**src/rtl/pdata_pkg.sv**
```systemverilog
// Shared opcodes and FSM states for the pdata_mac serial multiply-accumulate cell.
package pdata_pkg;

    localparam logic [2:0] OUT_DATA1 = 3'd0;
    localparam logic [2:0] OUT_DATA2 = 3'd1;
    localparam logic [2:0] OUT_RES   = 3'd2;
    localparam logic [2:0] LOAD      = 3'd3;
    localparam logic [2:0] LOAD_RES  = 3'd4;
    localparam logic [2:0] MUL       = 3'd5;
    localparam logic [2:0] MUL_ADD   = 3'd6;
    localparam logic [2:0] NO_OP     = 3'd7;

    typedef enum logic [1:0] {
        IDLE = 2'd0,
        MULT = 2'd1,
        WB   = 2'd2
    } state_e;

endpackage

```
**src/rtl/pdata_seq_mul.sv**
```systemverilog
// Radix-2 shift-add multiplier: SIZE iterations, the first on the start edge.
// Signed operands are multiplied as magnitudes and the product is negated on the way out.
module pdata_seq_mul
    import pdata_pkg::*;
#(
    parameter int SIZE = 32
) (
    input  logic              clk,
    input  logic              nRst,
    input  logic              start,
    input  logic [SIZE-1:0]   a,
    input  logic [SIZE-1:0]   b,
    input  logic              signed_mode,
    output logic [2*SIZE-1:0] product,
    output logic              valid
);

    localparam int CW = $clog2(SIZE);

    logic [SIZE-1:0]   a_mag, b_mag;
    logic [2*SIZE-1:0] mcand_q, mcand_d;
    logic [2*SIZE-1:0] prod_q, prod_d;
    logic [SIZE-1:0]   mplier_q, mplier_d;
    logic [CW-1:0]     cnt_q, cnt_d;
    logic              neg_q, neg_d;
    logic              run_q, run_d;
    logic              valid_q, valid_d;

    always_comb begin
        a_mag    = (signed_mode && a[SIZE-1]) ? -a : a;
        b_mag    = (signed_mode && b[SIZE-1]) ? -b : b;
        mcand_d  = mcand_q;
        prod_d   = prod_q;
        mplier_d = mplier_q;
        cnt_d    = cnt_q;
        neg_d    = neg_q;
        run_d    = run_q;
        valid_d  = 1'b0;
        if (start) begin
            mcand_d  = {{SIZE{1'b0}}, a_mag} << 1;
            prod_d   = b_mag[0] ? {{SIZE{1'b0}}, a_mag} : '0;
            mplier_d = b_mag >> 1;
            neg_d    = signed_mode & (a[SIZE-1] ^ b[SIZE-1]);
            cnt_d    = CW'(SIZE - 1);
            run_d    = 1'b1;
        end else if (run_q) begin
            if (mplier_q[0]) begin
                prod_d = prod_q + mcand_q;
            end
            mcand_d  = mcand_q << 1;
            mplier_d = mplier_q >> 1;
            cnt_d    = cnt_q - 1'b1;
            if (cnt_q == CW'(1)) begin
                run_d   = 1'b0;
                valid_d = 1'b1;
            end
        end
    end

    always_ff @(posedge clk or negedge nRst) begin
        if (!nRst) begin
            mcand_q  <= '0;
            prod_q   <= '0;
            mplier_q <= '0;
            cnt_q    <= '0;
            neg_q    <= 1'b0;
            run_q    <= 1'b0;
            valid_q  <= 1'b0;
        end else begin
            mcand_q  <= mcand_d;
            prod_q   <= prod_d;
            mplier_q <= mplier_d;
            cnt_q    <= cnt_d;
            neg_q    <= neg_d;
            run_q    <= run_d;
            valid_q  <= valid_d;
        end
    end

    assign product = neg_q ? -prod_q : prod_q;
    assign valid   = valid_q;

endmodule

```
**src/rtl/pdata_mac.sv**
```systemverilog
// Serial-loaded multiply-accumulate cell with busy/done handshake and sticky overflow.
// Define PDATA_MAC_SAT_EN to saturate the accumulator on MUL_ADD overflow instead of wrapping.
module pdata_mac
    import pdata_pkg::*;
#(
    parameter int SIZE   = 32,
    parameter int ACC_W  = 4 * SIZE,
    parameter int SIGNED = 0
) (
    input  logic       clk,
    input  logic       nRst,
    input  logic       rx,
    input  logic [2:0] opcode,
    output logic       tx,
    output logic       tx_en,
    output logic       busy,
    output logic       done,
    output logic       ovf
);

    localparam logic SIGNED_MODE = (SIGNED != 0);

    state_e            state_q, state_d;
    logic [SIZE-1:0]   data_1_q, data_1_d;
    logic [SIZE-1:0]   data_2_q, data_2_d;
    logic [ACC_W-1:0]  acc_q, acc_d;
    logic              ovf_q, ovf_d;
    logic              mac_q, mac_d;
    logic              busy_q, busy_d;
    logic              done_q, done_d;

    logic              start;
    logic [2*SIZE-1:0] mul_product;
    logic              mul_valid;
    logic [ACC_W-1:0]  p_ext;
    logic [ACC_W:0]    sum;
    logic              add_ovf;
    logic [ACC_W-1:0]  mac_result;
    logic              tx_bit;

    assign start = (state_q == IDLE) && ((opcode == MUL) || (opcode == MUL_ADD));

    pdata_seq_mul #(.SIZE(SIZE)) u_mul (
        .clk         (clk),
        .nRst        (nRst),
        .start       (start),
        .a           (data_1_q),
        .b           (data_2_q),
        .signed_mode (SIGNED_MODE),
        .product     (mul_product),
        .valid       (mul_valid)
    );

    always_comb begin
        p_ext = {ACC_W{SIGNED_MODE & mul_product[2*SIZE-1]}};
        p_ext[2*SIZE-1:0] = mul_product;
        sum = {1'b0, acc_q} + {1'b0, p_ext};
        if (SIGNED_MODE) begin
            add_ovf = (acc_q[ACC_W-1] == p_ext[ACC_W-1]) && (sum[ACC_W-1] != acc_q[ACC_W-1]);
        end else begin
            add_ovf = sum[ACC_W];
        end
`ifdef PDATA_MAC_SAT_EN
        mac_result = sum[ACC_W-1:0];
        if (add_ovf) begin
            if (!SIGNED_MODE) begin
                mac_result = '1;
            end else if (acc_q[ACC_W-1]) begin
                mac_result = {1'b1, {(ACC_W-1){1'b0}}};
            end else begin
                mac_result = {1'b0, {(ACC_W-1){1'b1}}};
            end
        end
`else
        mac_result = sum[ACC_W-1:0];
`endif
    end

    // Gated by nRst so the line is released while the cell is held in reset.
    always_comb begin
        tx_en  = 1'b0;
        tx_bit = 1'b0;
        if (nRst && state_q == IDLE) begin
            case (opcode)
                OUT_DATA1: begin tx_en = 1'b1; tx_bit = data_1_q[0]; end
                OUT_DATA2: begin tx_en = 1'b1; tx_bit = data_2_q[0]; end
                OUT_RES:   begin tx_en = 1'b1; tx_bit = acc_q[0];    end
                default:   ;
            endcase
        end
    end

    assign tx = tx_bit;

    always_comb begin
        state_d  = state_q;
        data_1_d = data_1_q;
        data_2_d = data_2_q;
        acc_d    = acc_q;
        ovf_d    = ovf_q;
        mac_d    = mac_q;
        busy_d   = busy_q;
        done_d   = 1'b0;
        case (state_q)
            IDLE: begin
                case (opcode)
                    OUT_DATA1: data_1_d = {rx, data_1_q[SIZE-1:1]};
                    OUT_DATA2: data_2_d = {rx, data_2_q[SIZE-1:1]};
                    OUT_RES:   acc_d    = {1'b0, acc_q[ACC_W-1:1]};
                    LOAD: begin
                        data_1_d = {data_1_q[SIZE-2:0], rx};
                        data_2_d = {data_2_q[SIZE-2:0], data_1_q[SIZE-1]};
                    end
                    LOAD_RES: begin
                        acc_d = {acc_q[ACC_W-2:0], rx};
                        ovf_d = 1'b0;
                    end
                    MUL, MUL_ADD: begin
                        state_d = MULT;
                        mac_d   = (opcode == MUL_ADD);
                        busy_d  = 1'b1;
                    end
                    default: ;
                endcase
            end
            MULT: begin
                if (mul_valid) begin
                    state_d = WB;
                    done_d  = 1'b1;
                end
            end
            WB: begin
                state_d = IDLE;
                busy_d  = 1'b0;
                acc_d   = mac_q ? mac_result : p_ext;
                if (mac_q && add_ovf) begin
                    ovf_d = 1'b1;
                end
            end
            default: state_d = IDLE;
        endcase
    end

    always_ff @(posedge clk or negedge nRst) begin
        if (!nRst) begin
            state_q  <= IDLE;
            data_1_q <= '0;
            data_2_q <= '0;
            acc_q    <= '0;
            ovf_q    <= 1'b0;
            mac_q    <= 1'b0;
            busy_q   <= 1'b0;
            done_q   <= 1'b0;
        end else begin
            state_q  <= state_d;
            data_1_q <= data_1_d;
            data_2_q <= data_2_d;
            acc_q    <= acc_d;
            ovf_q    <= ovf_d;
            mac_q    <= mac_d;
            busy_q   <= busy_d;
            done_q   <= done_d;
        end
    end

    assign busy = busy_q;
    assign done = done_q;
    assign ovf  = ovf_q;

endmodule

```
**config.mk**
```make
export PLATFORM = sky130hd
export DESIGN_NAME = pdata_mac
export DESIGN_NICKNAME = d
export VERILOG_FILES = /design/src/rtl/pdata_pkg.sv /design/src/rtl/pdata_seq_mul.sv /design/src/rtl/pdata_mac.sv
export SDC_FILE = /design/constraint.sdc
export NUM_CORES = 1
export LEC_CHECK = 0
export CAP_MARGIN = 40
export CORE_AREA = 2 2 236 238
export CTS_BUF_LIST = sky130_fd_sc_hd__clkbuf_2 sky130_fd_sc_hd__clkbuf_4 sky130_fd_sc_hd__clkbuf_8
export CTS_CLUSTER_SIZE = 20
export DETAILED_ROUTE_END_ITERATION = 6
export DIE_AREA = 0 0 238 240
export GPL_TIMING_DRIVEN = 0
export PLACE_DENSITY_LB_ADDON = 0.08
export SYNTH_ARGS = -nofsm -noshare
export SYNTH_HDL_FRONTEND = slang
export SYNTH_SLANG_ARGS = --single-unit
```
**constraint.sdc**
```tcl
create_clock -name clk -period 7.6 [get_ports clk]
set_input_delay 0.76 -clock clk [delete_from_list [all_inputs] [get_ports clk]]
set_output_delay 0.76 -clock clk [all_outputs]
set_load 0.01 [all_outputs]
```
==> flow_metrics.env, run 1 <==
export IMPL_yosysUniqueCellTypes=87
export IMPL_holdCritPathClass="flop to flop"
export IMPL_drv_slew=0
export IMPL_violations="DRC"
export IMPL_insertion_delay_ns=0.68
export IMPL_cp_depth=7
export IMPL_cts_clk_slew_worst_paths_ns=0.06
export IMPL_yosys_mux_area_fraction_pct=7.46
export IMPL_syn_inst=3390
export IMPL_grt_ovfl_total=0
export IMPL_hold_depth=2
export IMPL_crit_slowest_cell="dlygate4sd3_1"
export IMPL_crit_buf_inv=5
export IMPL_ys_seq_elements=363
export IMPL_yosys_area_share_simple_pct=19.7
export IMPL_crit_arrival_ns=3.67
export IMPL_ctsLongestPathBuffers=3
export IMPL_yosysWarnings=0
export IMPL_reg2reg_from="acc_q[0]$_DFFE_PN0P_"
export IMPL_crit_path_frequent_cell="buf_16"
export IMPL_drive_gt1_share_pct=6.86
export IMPL_cp_cell_sequence="dlygate4sd3_1, buf_8, buf_16, buf_16, and3_1, and2_1, clkdlybuf4s50_1"
export IMPL_gp_congestion=0.985
export IMPL_vias=26900
export IMPL_io_buffers=7
export IMPL_slew_limit_headroom_pct=38.3
export IMPL_drt_wl_total_mm=100
export IMPL_dp_hpwl_mm=75.3
export IMPL_total_power_w=0.0111
export IMPL_power_density_nw_per_um2=371
export IMPL_rsz0062_at_grt="no"
export IMPL_synth_adder_area_share_pct=6.09
export IMPL_boundaryPins=11
export IMPL_dr_wl_met2_mm=44.4
export IMPL_grt_use_total_pct=34.9
export IMPL_synth_flop_cell="dfrtp_1"
export IMPL_cts_repair_resized=0
export IMPL_grt_pass1_vias=25800
export IMPL_pre_cts_slack_ns=3.36
export IMPL_ant_nets=0
export IMPL_fmax_ghz=0.226
export IMPL_syn_area_um2=27000
export IMPL_cpPeakStageDelay_ns=0.57
export IMPL_start_util_pct=49.3
export IMPL_cp_top_family="buffers and inverters"
export IMPL_vias_per_cell=6.31
export IMPL_ys_seq_area_share_pct=33.7
export IMPL_htreeDepth=3
export IMPL_fin_crit_sh_pct=58.3
export IMPL_drc=1
export IMPL_reg2reg_slack_ns=3.28
export IMPL_outcome="finished with violations"
export IMPL_fin_nets=3644
export IMPL_core_um2=54700
export IMPL_r2r_end="acc_q[90]$_DFFE_PN0P_"
export IMPL_first_pass_iters=7
export IMPL_holdPathEnd="u_mul.mplier_q[30]$_DFFE_PN0P_"
export IMPL_root_buffer="clkbuf_8"
export IMPL_final_setup_tns_ns=0
export IMPL_synth_top_family_by_area="compound AO/OA/AOI/OAI gates"
export IMPL_cts_sinks=363
export IMPL_drtIter0Drc=2848
export IMPL_fin_util_pct=54.7
export IMPL_synth_area_leaders="dfrtp_1 (34%), nand2_1 (8.5%), a21oi_1 (7.4%), mux2i_1 (6.5%), ha_1 (5.9%)"
export IMPL_synth_compound_area_share_pct=24.4
export IMPL_grt_first_pass_wirelength_mm=153
export IMPL_antenna_found_initial=2
export IMPL_top_layer="met5"
export IMPL_die_w_um=238
export IMPL_die_area_um2=57100
export IMPL_p_leak_nw=13.3
export IMPL_synth_edf_count=0
export IMPL_ff2ff_path_depth=14
export IMPL_numCtsBuffers=73
export IMPL_syn_avg_cell_area_um2=7.95
export IMPL_timing_final_crit_period_ns=4.43
export IMPL_crit_path_max_fanout=115
export IMPL_async_flop_share_pct=100
export IMPL_synth_xor_area_share_pct=4.29
export IMPL_setup_viol=0
export IMPL_critPathLaunchType="input port"
export IMPL_num_rows=86
export IMPL_hold_violations=0
export IMPL_hp_start="data_2_q[31]$_DFFE_PN0P_"
export IMPL_synth_nets=3526
export IMPL_cts_tree="yes"
export IMPL_grt_start_max_net_pins=116
export IMPL_crit_type="input port to output port"
export IMPL_maxCapViolCount=0
export IMPL_drt_met1_wl_mm=43.8
export IMPL_fin_skew_ns=0.0220
export IMPL_critPathRequiredTime_ns=6.84
export IMPL_fill_cells=5281
export IMPL_ir_drop_mv=0.230
export IMPL_die_y_um=240
export IMPL_wl_met3_mm=7.65
export IMPL_synth_top_area_share_pct=33.7
export IMPL_synth_area_leader_cell="dfrtp_1"
export IMPL_worst_slack_ns=3.17
export IMPL_avgRoutedWirePerCell_um=23.5
export IMPL_area_delta_synth_final_pct=10.9
export IMPL_end_kind="output port"
export IMPL_tightest_slew_ns=0.926
==> registers in the layout (all words and copies together) (netlist names), 2 cells and up <==
signal,count
u_mul.prod_q,64
acc_q,128
state_q,2
data_1_q,32
u_mul.mcand_q,63
data_2_q,32
u_mul.mplier_q,31
u_mul.cnt_q,5
==> per-layer routing <==
layer,vias up,GRT usage (%)
met2,1194,54.9
met1,13000,47.3
met3,281,6.20
met5,-,0
met4,2,15.0
li1,12400,-
==> worst max path at each step <==
| stage | from | end | slack, ns |
|---|---|---|---|
| floorplan | acc_q[0]$_DFFE_PN0P_ | acc_q[118]$_DFFE_PN0P_ | 4.26 |
| global placement | nRst | u_mul.mplier_q[16]$_DFFE_PN0P_ | -10.93 |
| detailed placement | acc_q[0]$_DFFE_PN0P_ | acc_q[90]$_DFFE_PN0P_ | 3.36 |
| CTS | nRst | tx | 3.10 |
| global route | nRst | tx | 2.86 |
| finish | nRst | tx | 3.17 |
==> per-stage QoR <==
| stage | cells | hold slack [ns] | cell area [um^2] |
|---|---|---|---|
| after floorplan | 3390 | 0.443 | 27000 |
| after global placement | 4101 | 0.501 | 27900 |
| after detailed placement | 4136 | 0.509 | 28400 |
| after CTS | 4260 | 0.527 | 29900 |
| after global routing | 4261 | 0.538 | 29900 |
| final | 4261 | 0.524 | 29900 |
==> cells by family (layout without fill, tap and decap cells) <==
kind of cell             count (synthesis)  count (layout)
AO/OA/AOI/OAI                         1081            1081
XOR/XNOR                               132             132
adder cells (fa/ha/maj)                130             130
buffers and inverters                  299             465
flip-flops                             363             363
multiplexers                           198             198
other                                    0               1
AND/OR/NAND/NOR                       1187            1187
==> placed cells by master, fill, tap and decap left out, types with 79 or more instances in the layout <==
cell      synthesis  layout
a21oi_1         397     397
dfrtp_1         363     363
mux2i_1         175     175
clkbuf_1        213     213
a21o_1          105     105
nand4_1          79      79
nor2_1          207     207
nand2_1         610     610
clkbuf_8          0      84
o21ai_0         290     290
ha_1            128     128
==> layout make-up <==
class | count | area [um^2] | area share, %
multi-input cells | 2728 | 16700 | 55.9
flip-flops and latches | 363 | 9080 | 30.4
clock buffers | 113 | 1370 | 4.60
plain buffers | 251 | 991 | 3.31
well taps | 704 | 881 | 2.95
repair buffers | 43 | 573 | 1.92
inverters | 48 | 180 | 0.603
clock inverters | 10 | 113 | 0.377
diodes | 1 | 2.50 | 0.00837
==> worst reg2reg max path, delay by kind of cell, from the launching register on <==
kind | cells | cell delay [ns]
AOI/OAI and AO/OA | 8 | 1.88
and+or+nand+nor | 3 | 0.91
adders and majority gates | 2 | 0.71
DFF | 1 | 0.47
buffers and inverters | 1 | 0.23
==> synthesized netlist by cell type (12+ instances only) <==
master / n
nand2_1: 610
a21oi_1: 397
dfrtp_1: 363
o21ai_0: 290
clkbuf_1: 213
nor2_1: 207
mux2i_1: 175
ha_1: 128
a21o_1: 105
nand4_1: 79
xnor2_1: 77
nand3_1: 73
a31oi_1: 63
nor3_1: 62
xor2_1: 55
inv_1: 48
and3_1: 37
o21bai_1: 27
mux2_2: 23
and2_1: 20
buf_2: 20
nor4_1: 20
a221oi_1: 18
a211o_1: 16
a211oi_1: 15
buf_1: 14
o21a_1: 14
o21ai_1: 13
nor3b_1: 12
==> report_power, final <==
group	total, W	internal, W	leakage (nW)	switching [W]
sequential	0.00325	0.00252	4.70	0.000728
combinational	0.00571	0.00219	7.84	0.00352
clock	0.00214	0.00119	0.797	0.000951
total	0.0111	0.00590	13.3	0.00520
==> timing repair <==
action,in CTS,in global routing
buffers inserted,0,0
endpoints found under the hold margin,38,0
hold buffers,1,0
Power figures use the tool's default switching activity.
==> run 2, diff against run 1 <==
clock period = 3.56 ns   (was 7.6 ns; I/O delays follow)
==> run 2 against run 1 <==
Against the previous run:
- the flow finishes with violations (DRC, setup timing)
- die area did not move
- flip-flop and latch count did not move
- count of clock-buffer cells in the layout did not move
- first-iteration DRC count fell by 2.4%
- global-route usage rose by 0.37 points
- critical path type is now flop to flop
==> flow_metrics.env, run 2 (synthesized netlist as in run 1, its figures left out) <==
export IMPL_ant_nets=0
export IMPL_top_register="acc_q"
export IMPL_drv_slew=0
export IMPL_cp_startpoint="u_mul.prod_q[0]$_DFFE_PN0P_"
export IMPL_reg2reg_from="u_mul.prod_q[0]$_DFFE_PN0P_"
export IMPL_critPathLaunchType="flop"
export IMPL_grt_first_pass_wirelength_mm=155
export IMPL_ctsLongestPathBuffers=3
export IMPL_setup_viol=30
export IMPL_grt_start_max_net_pins=116
export IMPL_timing_final_crit_period_ns=3.76
export IMPL_cts_clk_slew_worst_paths_ns=0.06
export IMPL_largest_reg_flops=128
export IMPL_rsz0062_at_grt="yes"
export IMPL_die_w_um=238
export IMPL_layout_common_cells="nand2_1 (609), a21oi_1 (377), dfrtp_1 (355)"
export IMPL_core_um2=54700
export IMPL_crit_type="flop to flop"
export IMPL_die_y_um=240
export IMPL_power_switching_share_pct=46.9
export IMPL_num_rows=86
export IMPL_post_dp_cell_area_um2=28400
export IMPL_grt_use_total_pct=35.2
export IMPL_p_leak_nw=13.7
export IMPL_insertion_delay_ns=0.69
export IMPL_critPathRequiredTime_ns=4.10
export IMPL_area_delta_synth_final_pct=16.4
export IMPL_ir_drop_mv=0.493
export IMPL_power_density_nw_per_um2=787
export IMPL_tightest_slew_ns=0.919
export IMPL_hold_violations=0
export IMPL_numCtsBuffers=73
export IMPL_drive_gt1_share_pct=11.5
export IMPL_cts_sinks=363
export IMPL_intPower_w=0.0131
export IMPL_total_power_w=0.0247
export IMPL_hold_ws_ns=0.263
export IMPL_gp_congestion=0.985
export IMPL_fill_cells=5140
export IMPL_crit_path_max_fanout=4
export IMPL_fin_crit_sh_pct=105
export IMPL_fmax_ghz=0.266
export IMPL_outcome="finished with violations"
export IMPL_holdCritPathClass="input port to async pin"
export IMPL_switching_power_w=0.0116
export IMPL_die_area_um2=57100
export IMPL_stdcell_area_um2=31400
export IMPL_vias=27300
export IMPL_vias_per_cell=6.35
export IMPL_boundaryPins=11
export IMPL_grt_pass1_vias=26000
export IMPL_cts_tree="yes"
export IMPL_grt_ovfl_total=0
export IMPL_reg_largest_list="acc_q x128, u_mul.prod_q x64, u_mul.mcand_q x63"
export IMPL_end_kind="flop"
export IMPL_root_buffer="clkbuf_8"
export IMPL_violations="DRC, setup timing"
export IMPL_antenna_found_initial=1
export IMPL_slew_limit_headroom_pct=38.3
export IMPL_worst_slack_ns=-0.196
export IMPL_layout_cells_most_common="nand2_1"
export IMPL_dp_hpwl_mm=75.3
export IMPL_crit_arrival_ns=4.30
export IMPL_avgRoutedWirePerCell_um=23.8
export IMPL_comb_power_share_pct=53.3
export IMPL_start_util_pct=49.3
export IMPL_fin_nets=3686
export IMPL_htreeDepth=3
export IMPL_p_clk_share_pct=18.5
export IMPL_drt_wl_total_mm=102
export IMPL_sequentialPowerShare_pct=28.2
export IMPL_drc=6
export IMPL_maxCapViolCount=0
export IMPL_io_buffers=7
export IMPL_fin_util_pct=57.4
export IMPL_drtIter0Drc=2780
export IMPL_first_pass_iters=7
export IMPL_fin_skew_ns=0.0246
==> run 2: final cells by class <==
class	count	area [um^2]	share of cell area, %
multi-input combinational	2728	17700	56.3
sequential	363	9090	29.0
clock buffer	113	1370	4.38
clock inverter	10	113	0.359
inverter	48	180	0.574
timing repair buffer	98	1110	3.53
antenna	1	2.50	0.00798
tap	704	881	2.81
buffer	238	968	3.09
==> run 2: power groups by stage <==
stage	registers, W	clock network (W)	logic, W
after floorplan	0.00634	0	0.00893
after global placement	0.00691	0	0.0115
after detailed placement	0.00694	0	0.0119
after CTS	0.00689	0.00463	0.0123
after global routing	0.00711	0.00482	0.0144
final	0.00697	0.00457	0.0131
==> run 2: what timing repair did <==
item                                   4_1_cts  5_1_grt
hold buffers                                 2        0
gates resized for setup                     84      127
endpoints found under the hold margin       38        0
pin swaps                                   26       66
gates cloned                                 2        1
setup endpoints to repair                  116      101
buffers inserted                            24       27
==> run 2: metrics by stage <==
step | setup WS, ns | setup TNS (ns) | std cells
6_report | -0.196 | -2.71 | 4303
5_1_grt | -0.281 | -6.67 | 4303
4_1_cts | -0.0969 | -0.631 | 4280
3_5_place_dp | -0.683 | -37.29 | 4136
3_3_place_gp | -14.56 | -5342.99 | 4101
2_1_floorplan | 0.224 | 0 | 3390
==> run 2: path summary, 6_finish.rpt <==
path	cells past startpoint	to	slack, ns
max in group asynchronous	4	data_1_q[7]$_DFFE_PN0P_	2.40
hold / removal	3	acc_q[85]$_DFFE_PN0P_	0.26
setup reg to reg	14	acc_q[118]$_DFFE_PN0P_	-0.20
setup / recovery	14	acc_q[118]$_DFFE_PN0P_	-0.20
min in group clk	3	mac_q$_DFFE_PN0P_	0.29
hold reg to reg	2	u_mul.mplier_q[30]$_DFFE_PN0P_	0.52
==> run 2: critical path: stages, from the launching register on <==
cell and delay, ns:
dfrtp_2 0.44, ha_4 0.18, fa_2 0.37, a211oi_2 0.25, buf_4 0.16, o21bai_4 0.08
a21oi_4 0.19, o21ai_4 0.10, a21oi_4 0.20, a31oi_4 0.14, or4_4 0.61, and3_4 0.23
o2111ai_4 0.21, nor3_2 0.05, or4_1 0.39
==> run 2: routing by layer <==
layer / up-vias / global-route usage [%] / routed length (um) / share of wire, %
met4: 0 / 14.6 / 4440 / 4.3
met1: 13200 / 47.8 / 44000 / 43
met2: 1232 / 55.9 / 46000 / 45
li1: 12500 / - / - / -
met5: - / 0 / 0 / 0
met3: 293 / 5.92 / 7800 / 7.6
